## src/rtl/pipe_ctrl_if.sv

```systemverilog
// Handshake bundle between the pipeline datapath (master) and pipe_ctrl (slave).
interface pipe_ctrl_if;
  logic        i_ce;
  logic [4:0]  i_id_rs1;
  logic [4:0]  i_id_rs2;
  logic        i_id_use_rs1;
  logic        i_id_use_rs2;
  logic [4:0]  i_ex_rd;
  logic        i_ex_is_load;
  logic        i_ex_br_taken;
  logic        i_mem_req;
  logic        i_mem_ack;
  logic        o_if_ce;
  logic        o_id_ce;
  logic        o_ex_ce;
  logic        o_mem_ce;
  logic        o_wb_ce;
  logic        o_id_flush;
  logic        o_ex_flush;
  logic        o_mem_err;
  logic [15:0] o_stall_cnt;

  modport master (
    output i_ce, i_id_rs1, i_id_rs2, i_id_use_rs1, i_id_use_rs2, i_ex_rd, i_ex_is_load,
           i_ex_br_taken, i_mem_req, i_mem_ack,
    input  o_if_ce, o_id_ce, o_ex_ce, o_mem_ce, o_wb_ce, o_id_flush, o_ex_flush, o_mem_err,
           o_stall_cnt
  );

  modport slave (
    input  i_ce, i_id_rs1, i_id_rs2, i_id_use_rs1, i_id_use_rs2, i_ex_rd, i_ex_is_load,
           i_ex_br_taken, i_mem_req, i_mem_ack,
    output o_if_ce, o_id_ce, o_ex_ce, o_mem_ce, o_wb_ce, o_id_flush, o_ex_flush, o_mem_err,
           o_stall_cnt
  );
endinterface

```

## src/rtl/pipe_ctrl.sv

```systemverilog
// 5-stage pipeline hazard/stall controller: load-use stall, branch flush, memory wait/timeout.
// Optional stall-cycle performance counter enabled by macro PIPE_CTRL_PERF_EN.
module pipe_ctrl #(
  parameter int unsigned FLUSH_CYCLES = 1,
  parameter int unsigned MEM_TIMEOUT  = 15
) (
  input logic        clk,
  input logic        rst,
  pipe_ctrl_if.slave bus
);

  typedef enum logic [1:0] {StRun, StFlush, StMemWait} state_e;

  localparam logic [1:0] FlushRem = 2'(FLUSH_CYCLES - 1);
  localparam logic [7:0] Timeout  = 8'(MEM_TIMEOUT);

  state_e     state_q, state_d;
  logic [1:0] flush_rem_q, flush_rem_d;
  logic [7:0] wait_cnt_q, wait_cnt_d;

  logic if_ce, id_ce, back_ce, id_flush, ex_flush, mem_err;
  logic mem_stall, load_use;

  assign mem_stall = bus.i_mem_req & ~bus.i_mem_ack;
  assign load_use  = bus.i_ex_is_load & (bus.i_ex_rd != 5'd0) &
                     ((bus.i_id_use_rs1 & (bus.i_id_rs1 == bus.i_ex_rd)) |
                      (bus.i_id_use_rs2 & (bus.i_id_rs2 == bus.i_ex_rd)));

  always_comb begin
    state_d     = state_q;
    flush_rem_d = flush_rem_q;
    wait_cnt_d  = wait_cnt_q;
    if_ce       = 1'b1;
    id_ce       = 1'b1;
    back_ce     = 1'b1;
    id_flush    = 1'b0;
    ex_flush    = 1'b0;
    mem_err     = 1'b0;

    if (!bus.i_ce) begin
      if_ce   = 1'b0;
      id_ce   = 1'b0;
      back_ce = 1'b0;
    end else begin
      unique case (state_q)
        StRun: begin
          if (mem_stall) begin
            if_ce      = 1'b0;
            id_ce      = 1'b0;
            back_ce    = 1'b0;
            state_d    = StMemWait;
            wait_cnt_d = 8'd1;
          end else if (bus.i_ex_br_taken) begin
            id_flush = 1'b1;
            ex_flush = 1'b1;
            if (FLUSH_CYCLES > 1) begin
              state_d     = StFlush;
              flush_rem_d = FlushRem;
            end
          end else if (load_use) begin
            if_ce    = 1'b0;
            id_ce    = 1'b0;
            ex_flush = 1'b1;
          end
        end
        StFlush: begin
          // A stalled flush cycle is not consumed; the remainder survives MEM_WAIT.
          if (mem_stall) begin
            if_ce      = 1'b0;
            id_ce      = 1'b0;
            back_ce    = 1'b0;
            state_d    = StMemWait;
            wait_cnt_d = 8'd1;
          end else begin
            id_flush    = 1'b1;
            flush_rem_d = flush_rem_q - 2'd1;
            if (flush_rem_q <= 2'd1) begin
              state_d = StRun;
            end
          end
        end
        StMemWait: begin
          if (bus.i_mem_ack) begin
            state_d    = (flush_rem_q != 2'd0) ? StFlush : StRun;
            wait_cnt_d = 8'd0;
          end else if (wait_cnt_q >= Timeout) begin
            mem_err     = 1'b1;
            state_d     = StRun;
            flush_rem_d = 2'd0;
            wait_cnt_d  = 8'd0;
          end else begin
            if_ce      = 1'b0;
            id_ce      = 1'b0;
            back_ce    = 1'b0;
            wait_cnt_d = wait_cnt_q + 8'd1;
          end
        end
        default: state_d = StRun;
      endcase
    end

    // Reset forces a frozen pipeline with bubbles in both IF/ID and ID/EX.
    if (rst) begin
      if_ce    = 1'b0;
      id_ce    = 1'b0;
      back_ce  = 1'b0;
      id_flush = 1'b1;
      ex_flush = 1'b1;
      mem_err  = 1'b0;
    end
  end

  always_ff @(posedge clk or posedge rst) begin
    if (rst) begin
      state_q     <= StRun;
      flush_rem_q <= 2'd0;
      wait_cnt_q  <= 8'd0;
    end else begin
      state_q     <= state_d;
      flush_rem_q <= flush_rem_d;
      wait_cnt_q  <= wait_cnt_d;
    end
  end

  assign bus.o_if_ce    = if_ce;
  assign bus.o_id_ce    = id_ce;
  assign bus.o_ex_ce    = back_ce;
  assign bus.o_mem_ce   = back_ce;
  assign bus.o_wb_ce    = back_ce;
  assign bus.o_id_flush = id_flush;
  assign bus.o_ex_flush = ex_flush;
  assign bus.o_mem_err  = mem_err;

`ifdef PIPE_CTRL_PERF_EN
  logic [15:0] stall_cnt_q, stall_cnt_d;

  always_comb begin
    stall_cnt_d = stall_cnt_q;
    if (bus.i_ce && !if_ce && (stall_cnt_q != 16'hFFFF)) begin
      stall_cnt_d = stall_cnt_q + 16'd1;
    end
  end

  always_ff @(posedge clk or posedge rst) begin
    if (rst) begin
      stall_cnt_q <= 16'd0;
    end else begin
      stall_cnt_q <= stall_cnt_d;
    end
  end

  assign bus.o_stall_cnt = stall_cnt_q;
`else
  assign bus.o_stall_cnt = 16'd0;
`endif

endmodule

```

## src/flat_wrapper.sv

```systemverilog
// flat-port wrapper written by rule: the top's interface ports become plain ports
module pipe_ctrl_flat 
#(
  parameter int unsigned FLUSH_CYCLES = 1,
  parameter int unsigned MEM_TIMEOUT  = 15
)
  (clk, rst, bus_i_ce, bus_i_id_rs1, bus_i_id_rs2, bus_i_id_use_rs1, bus_i_id_use_rs2, bus_i_ex_rd, bus_i_ex_is_load, bus_i_ex_br_taken, bus_i_mem_req, bus_i_mem_ack, bus_o_if_ce, bus_o_id_ce, bus_o_ex_ce, bus_o_mem_ce, bus_o_wb_ce, bus_o_id_flush, bus_o_ex_flush, bus_o_mem_err, bus_o_stall_cnt);
  pipe_ctrl_if bus_i ();
  input logic clk;
  input logic rst;
  input wire logic [$bits(bus_i.i_ce)-1:0] bus_i_ce;
  input wire logic [$bits(bus_i.i_id_rs1)-1:0] bus_i_id_rs1;
  input wire logic [$bits(bus_i.i_id_rs2)-1:0] bus_i_id_rs2;
  input wire logic [$bits(bus_i.i_id_use_rs1)-1:0] bus_i_id_use_rs1;
  input wire logic [$bits(bus_i.i_id_use_rs2)-1:0] bus_i_id_use_rs2;
  input wire logic [$bits(bus_i.i_ex_rd)-1:0] bus_i_ex_rd;
  input wire logic [$bits(bus_i.i_ex_is_load)-1:0] bus_i_ex_is_load;
  input wire logic [$bits(bus_i.i_ex_br_taken)-1:0] bus_i_ex_br_taken;
  input wire logic [$bits(bus_i.i_mem_req)-1:0] bus_i_mem_req;
  input wire logic [$bits(bus_i.i_mem_ack)-1:0] bus_i_mem_ack;
  output wire logic [$bits(bus_i.o_if_ce)-1:0] bus_o_if_ce;
  output wire logic [$bits(bus_i.o_id_ce)-1:0] bus_o_id_ce;
  output wire logic [$bits(bus_i.o_ex_ce)-1:0] bus_o_ex_ce;
  output wire logic [$bits(bus_i.o_mem_ce)-1:0] bus_o_mem_ce;
  output wire logic [$bits(bus_i.o_wb_ce)-1:0] bus_o_wb_ce;
  output wire logic [$bits(bus_i.o_id_flush)-1:0] bus_o_id_flush;
  output wire logic [$bits(bus_i.o_ex_flush)-1:0] bus_o_ex_flush;
  output wire logic [$bits(bus_i.o_mem_err)-1:0] bus_o_mem_err;
  output wire logic [$bits(bus_i.o_stall_cnt)-1:0] bus_o_stall_cnt;
  assign bus_i.i_ce = bus_i_ce;
  assign bus_i.i_id_rs1 = bus_i_id_rs1;
  assign bus_i.i_id_rs2 = bus_i_id_rs2;
  assign bus_i.i_id_use_rs1 = bus_i_id_use_rs1;
  assign bus_i.i_id_use_rs2 = bus_i_id_use_rs2;
  assign bus_i.i_ex_rd = bus_i_ex_rd;
  assign bus_i.i_ex_is_load = bus_i_ex_is_load;
  assign bus_i.i_ex_br_taken = bus_i_ex_br_taken;
  assign bus_i.i_mem_req = bus_i_mem_req;
  assign bus_i.i_mem_ack = bus_i_mem_ack;
  assign bus_o_if_ce = bus_i.o_if_ce;
  assign bus_o_id_ce = bus_i.o_id_ce;
  assign bus_o_ex_ce = bus_i.o_ex_ce;
  assign bus_o_mem_ce = bus_i.o_mem_ce;
  assign bus_o_wb_ce = bus_i.o_wb_ce;
  assign bus_o_id_flush = bus_i.o_id_flush;
  assign bus_o_ex_flush = bus_i.o_ex_flush;
  assign bus_o_mem_err = bus_i.o_mem_err;
  assign bus_o_stall_cnt = bus_i.o_stall_cnt;
  pipe_ctrl #(.FLUSH_CYCLES(FLUSH_CYCLES), .MEM_TIMEOUT(MEM_TIMEOUT)) u_core (.clk(clk), .rst(rst), .bus(bus_i));
endmodule
```

## config.mk

```make
export PLATFORM = sky130hd
export DESIGN_NAME = pipe_ctrl_flat
export DESIGN_NICKNAME = d
export VERILOG_FILES = /design/src/rtl/pipe_ctrl_if.sv /design/src/rtl/pipe_ctrl.sv /design/src/flat_wrapper.sv
export SDC_FILE = /design/constraint.sdc
export NUM_CORES = 1
export LEC_CHECK = 0
export CAP_MARGIN = 20
export CORE_MARGIN = 1.5
export CORE_UTILIZATION = 41
export DETAILED_ROUTE_END_ITERATION = 8
export PLACE_DENSITY = 0.86
export SLEW_MARGIN = 20
export SYNTH_ARGS = -nofsm -noshare
export SYNTH_HDL_FRONTEND = slang
export SYNTH_SLANG_ARGS = --single-unit
```

## constraint.sdc

```tcl
create_clock -name clk -period 2.8 [get_ports clk]
set_input_delay 0.7 -clock clk [delete_from_list [all_inputs] [get_ports clk]]
set_output_delay 0.7 -clock clk [all_outputs]
set_load 0.03 [all_outputs]
```

## Word-level counts from Yosys, hierarchy flattened

Index checks and enable logic that the tools add are counted.

- Memory bits (writable): 0
- Bits in registers: 12
- Bits in read-only memories: 0
- Output and inout bits: 24
- Memories kept: 0
- Bits in latches: 0
- Bits of input ports: 24
- Word-level logic and storage cells: 75

- Order comparisons: 2
- Reductions and logical operators: 9
- Equality and inequality tests: 11
- Bitwise operators: 7
- $add $sub $neg: 2
- Multiplexer cells: 41
- Multiply operators: 0
- Shift operators: 0
- Div/mod/pow operators: 0

Operators with widths:

| kind | number |
|---|---|
| two-way mux 1 bit | 25 |
| two-way mux 8 bit | 3 |
| case mux 8 bit (2 select lines) | 1 |
| two-way mux 2 bit | 7 |
| equality test 5 bit | 2 |
| adder 8 x 1 -> 8 bit (second input constant) | 1 |
| >= comparator 8 x 4 -> 1 bit (second input constant) | 1 |
| != test 2 x 1 -> 1 bit (second input constant) | 3 |
| case mux 2 bit (3 select lines) | 1 |
| nonzero test 2 bit | 3 |
| bitwise AND 1 bit | 5 |
| AND reduction 5 bit | 1 |
| nonzero test 5 bit | 1 |
| != test 2 bit (second input constant) | 2 |
| case mux 1 bit (2 select lines) | 2 |
| case mux 2 bit (2 select lines) | 1 |
| AND reduction 4 bit | 1 |
| != test 3 x 1 -> 1 bit (second input constant) | 1 |
| != test 3 x 2 -> 1 bit (second input constant) | 1 |
| case mux 1 bit (3 select lines) | 1 |
| AND reduction 3 bit | 1 |
| equality test 2 x 1 -> 1 bit (second input constant) | 1 |
| equality test 2 bit (second input constant) | 1 |
| less-or-equal comparator 2 x 1 -> 1 bit (second input constant) | 1 |
| other kinds (5) | 5 |

## Depth between registers and ports, before layout

- Depth in word-level cells: 10
- Depth in mapped cells: 6
- Mapped depth without buffers: 6

## Worst setup path before layout

Ideal clock, no wire load.

- Kind: input-to-output
- From: input port rst
- To: output port bus_o_if_ce
- Data required time: 2.100 ns
- Path buffers: 1
- Stages on the path: 5
- Setup slack: -0.575 ns
- Arrival: 2.675 ns
- Cells stage by stage: inv_1 > nand2_1 > nor3_1 > o41a_1 > buf_4

- Longest elaborated chain between the ends: 1

Ends and longest elaborated chain:

| what | line | source |
|---|---|---|
| start: declaration | flat_wrapper.sv:10 | `input logic rst;` |
| two-way mux 1 bit | - |  |
| end: declaration | flat_wrapper.sv:21 | `output wire logic [$bits(bus_i.o_if_ce)-1:0] bus_o_if_ce;` |

Every way passes these cells.

## Final worst setup path

- From: input port bus_i_id_rs1[3]
- To: output port bus_o_if_ce

- Longest elaborated chain between the ends: 10

Ends and longest elaborated chain:

| what | line | source |
|---|---|---|
| start: declaration | flat_wrapper.sv:12 | `input wire logic [$bits(bus_i.i_id_rs1)-1:0] bus_i_id_rs1;` |
| equality test 5 bit | pipe_ctrl.sv:26 | `((bus.i_id_use_rs1 & (bus.i_id_rs1 == bus.i_ex_rd)) \|` |
| bitwise AND 1 bit | pipe_ctrl.sv:26 |  |
| OR 1 bit | pipe_ctrl.sv:26 |  |
| bitwise AND 1 bit | pipe_ctrl.sv:25 | `assign load_use = bus.i_ex_is_load & (bus.i_ex_rd != 5'd0) &` |
| two-way mux 1 bit | pipe_ctrl.sv:60 | `end else if (load_use) begin` |
| two-way mux 1 bit | pipe_ctrl.sv:53 | `end else if (bus.i_ex_br_taken) begin` |
| two-way mux 1 bit | pipe_ctrl.sv:47 | `if (mem_stall) begin` |
| case mux 1 bit (3 select lines) | pipe_ctrl.sv:45 | `unique case (state_q)` |
| two-way mux 1 bit | pipe_ctrl.sv:40 | `if (!bus.i_ce) begin` |
| two-way mux 1 bit | pipe_ctrl.sv:103 | `if (rst) begin` |

Every way passes these cells.

==> impl_metrics.ini <==
[synthesis]
avgSynthCellArea_um2 = 8.78
synthCells = 119
synthArstFlopShare_pct = 100
synth_ff_type = dfrtp_1
synth_cell_types = 44
synthAdderAreaFrac_pct = 3.59
synth-compound-area-share_pct = 18.9
yosys_warnings = 0
synth.most_common_cell = buf_4
synth_top_family_by_area = simple AND/OR/NAND/NOR gates
synth_simple_gate_area_share_pct = 20.8
yosysSeqAreaShare_pct = 28.7
synth_common_cells = 19 x buf_4, 12 x dfrtp_1, 9 x o21ai_0
synth_area_leader_cell = dfrtp_1
synth_edf_count = 0
synthMuxAreaShare_pct = 1.08
synth-seq-cells = 12
syn_area_um2 = 1040
synth_xor_area_share_pct = 8.38
synth.area.top_cells = dfrtp_1 29%, buf_4 14%, xor2_1 6.7%
synth_top_area_share_pct = 28.7

[sta]
worst_slack_ps = -67.5
drv_slew = 0
slew_headroom_pct = 60.2
rsz0062_at_grt = yes
hold_violations = 0
setup_viol_count_final = 3
period_share_pct = 102
tightest_slew_ps = 590
holdWs_ps = 505
period_needed_ps = 2870
skew_ps = 1.84
fmax_mhz = 349

[cts]
worstSkewPairLatency_ps = 280
cts_buffer_depth = 2
htree_levels = 1
cts_root_buf = clkbuf_4
clkTransAtPathRegs_ps = 80
cts_hold_buf = 0
numClockSinks = 12
numCtsBuffers = 3
cts_tree = built

[detailed_routing]
drtPass1Iterations = 4
drt-vias-per-instance = 5.38
dr_wl_met3_um = 111
antenna_left = 0
avgRoutedWirePerCell_um = 15.3
met2_wirelength_um = 1490
wl_um = 2990
drt_iter0_drc = 25
dr.max_layer_used = met4
drcViolationCount = 0
met1_length_um = 1230
via_count = 1050

[critical_path]
reg2reg_depth = 4
start_kind = input pin
worstSetupPathType = input pin to primary output
slowest_delay_ps = 500
cp_cell_sequence = buf_6, xor2_2, nor4_2, a32oi_2, o41a_1, buf_6
cp_data_required_time_ps = 2100
cp_max_fo = 2
regToRegSetupSlack_ps = 910
slowest_stage = o41a_1
end_kind = primary output
rr_startpoint = u_core.wait_cnt_q[7]
crit_path_start = bus_i_id_rs1[3]
critPathBufInv = 2
r2r-end = u_core.state_q[1]
crit_family = compound AO/OA/AOI/OAI gates
cp.arrival_ps = 2170
critPathMostFrequentCell = buf_6

[hold_path]
hold_path_startpoint = u_core.wait_cnt_q[3]
hold_depth = 1
hold_path.class = flop to flop
min_to = u_core.wait_cnt_q[3]

[pwr]
p_per_area_nw_per_um2 = 439
leakagePower_nw = 0.732
vdd_drop_max_mv = 0.306
power_uw = 667

[final_layout]
utilization_pct = 61.8
num_antenna_cells = 0
syn_to_final_growth_pct = 45.3
register_area_um2 = 300
fillers = 205
fin_nets = 194
stdcell_count = 195
multi_input_area_um2 = 708
drive_gt1_share_pct = 35.8

[global_routing]
grt_max_degree = 15
grt_pass1_wl_um = 4080
grt_pass1_vias = 931
grt_overflow = 0
antenna_found_initial = 0
track_usage_pct = 20.5

[floorplan]
die-area_um2 = 2860
dieHeight_um = 53.5
die_width_um = 53.5
coreArea_um2 = 2450
num_rows = 18
pin_count = 48
initial_core_util_pct = 42.6

[placed_design]
dpl.hpwl_um = 2120
gp_congestion = 0.843
numPortBuffers = 31
dp_cells = 191
pre_cts_slack_ps = -846

[status]
violations = negative setup slack
status = finished, violations left

[run]
max-cap-violations = 0
==> state kept, by name, indices dropped and copies added, names as in the netlist <==
signal / cells
u_core.wait_cnt_q: 8
u_core.flush_rem_q: 2
u_core.state_q: 2
==> layer usage <==
| layer | vias up | GRT usage (%) |
|---|---|---|
| met5 | - | 0 |
| met4 | 0 | 16.7 |
| met3 | 13 | 3.11 |
| met2 | 42 | 32.7 |
| met1 | 509 | 24.0 |
| li1 | 486 | - |
==> placed cells by master, fill, tap and decap left out, types with 2 or more instances in the layout <==
| master | netlist | routed |
|---|---|---|
| conb_1 | 1 | 16 |
| nand2b_1 | 3 | 3 |
| nor4_2 | 0 | 2 |
| nand3_1 | 5 | 4 |
| clkdlybuf4s50_1 | 0 | 7 |
| clkbuf_2 | 0 | 4 |
| dlymetal6s2s_1 | 0 | 2 |
| clkbuf_4 | 0 | 3 |
| clkdlybuf4s15_2 | 0 | 3 |
| and3_1 | 2 | 2 |
| buf_2 | 1 | 3 |
| buf_6 | 1 | 5 |
| a41oi_1 | 2 | 2 |
| xor2_2 | 0 | 4 |
| nor2b_1 | 2 | 2 |
| ha_1 | 3 | 3 |
| o21ai_0 | 9 | 8 |
| clkdlybuf4s15_1 | 0 | 2 |
| xor2_1 | 8 | 4 |
| nor2_1 | 6 | 5 |
| buf_4 | 19 | 22 |
| dlygate4sd2_1 | 0 | 2 |
| nor3_4 | 1 | 2 |
| nor3_1 | 3 | 2 |
| nand2_1 | 2 | 2 |
| dfrtp_1 | 12 | 12 |
| and2_1 | 1 | 2 |
| a21oi_1 | 2 | 2 |
| inv_1 | 7 | 7 |
| o21ai_1 | 2 | 3 |
==> logic make-up after synthesis <==
kind of cell | Yosys count
compound gates | 27
buf+inv | 29
flops | 12
fa+ha+maj | 3
mux | 1
xor+xnor | 10
simple gates | 36
other cells | 1
==> final cells by class <==
| cell class | count | share of cell area [%] |
|---|---|---|
| multi-input combinational | 93 | 46.7 |
| clock buffer | 3 | 1.48 |
| timing repair buffer | 50 | 27.9 |
| sequential | 12 | 19.8 |
| tap | 30 | 2.47 |
| inverter | 7 | 1.73 |
==> worst max path at each step <==
stage | end | cells past startpoint | slack, ps
floorplan | bus_o_if_ce | 5 | -90
global placement | bus_o_id_ce | 6 | -690
detailed placement | bus_o_if_ce | 6 | -850
CTS | bus_o_ex_flush | 7 | 0.2
global route | bus_o_ex_flush | 7 | -120
finish | bus_o_if_ce | 6 | -70
==> stage by stage <==
step                TNS [ps]  cell area, um2
floorplan              -94.1            1120
global placement       -3060            1430
detailed placement     -3610            1430
CTS                        0            1460
global route            -344            1520
finish                  -174            1520
==> timing repair <==
item | CTS | global route
resized for setup | 55 | 31
pin swaps | 9 | 10
buffers inserted | 1 | 0
endpoints found under the setup margin | 7 | 6
==> report_power, final <==
| part | leakage [nW] | internal [mW] | total [mW] | switching [mW] |
|---|---|---|---|---|
| clock | 0.0138 | 0.0499 | 0.111 | 0.0611 |
| sequential | 0.160 | 0.206 | 0.230 | 0.0246 |
| combinational | 0.558 | 0.144 | 0.325 | 0.182 |
Power figures use the tool's default switching activity.
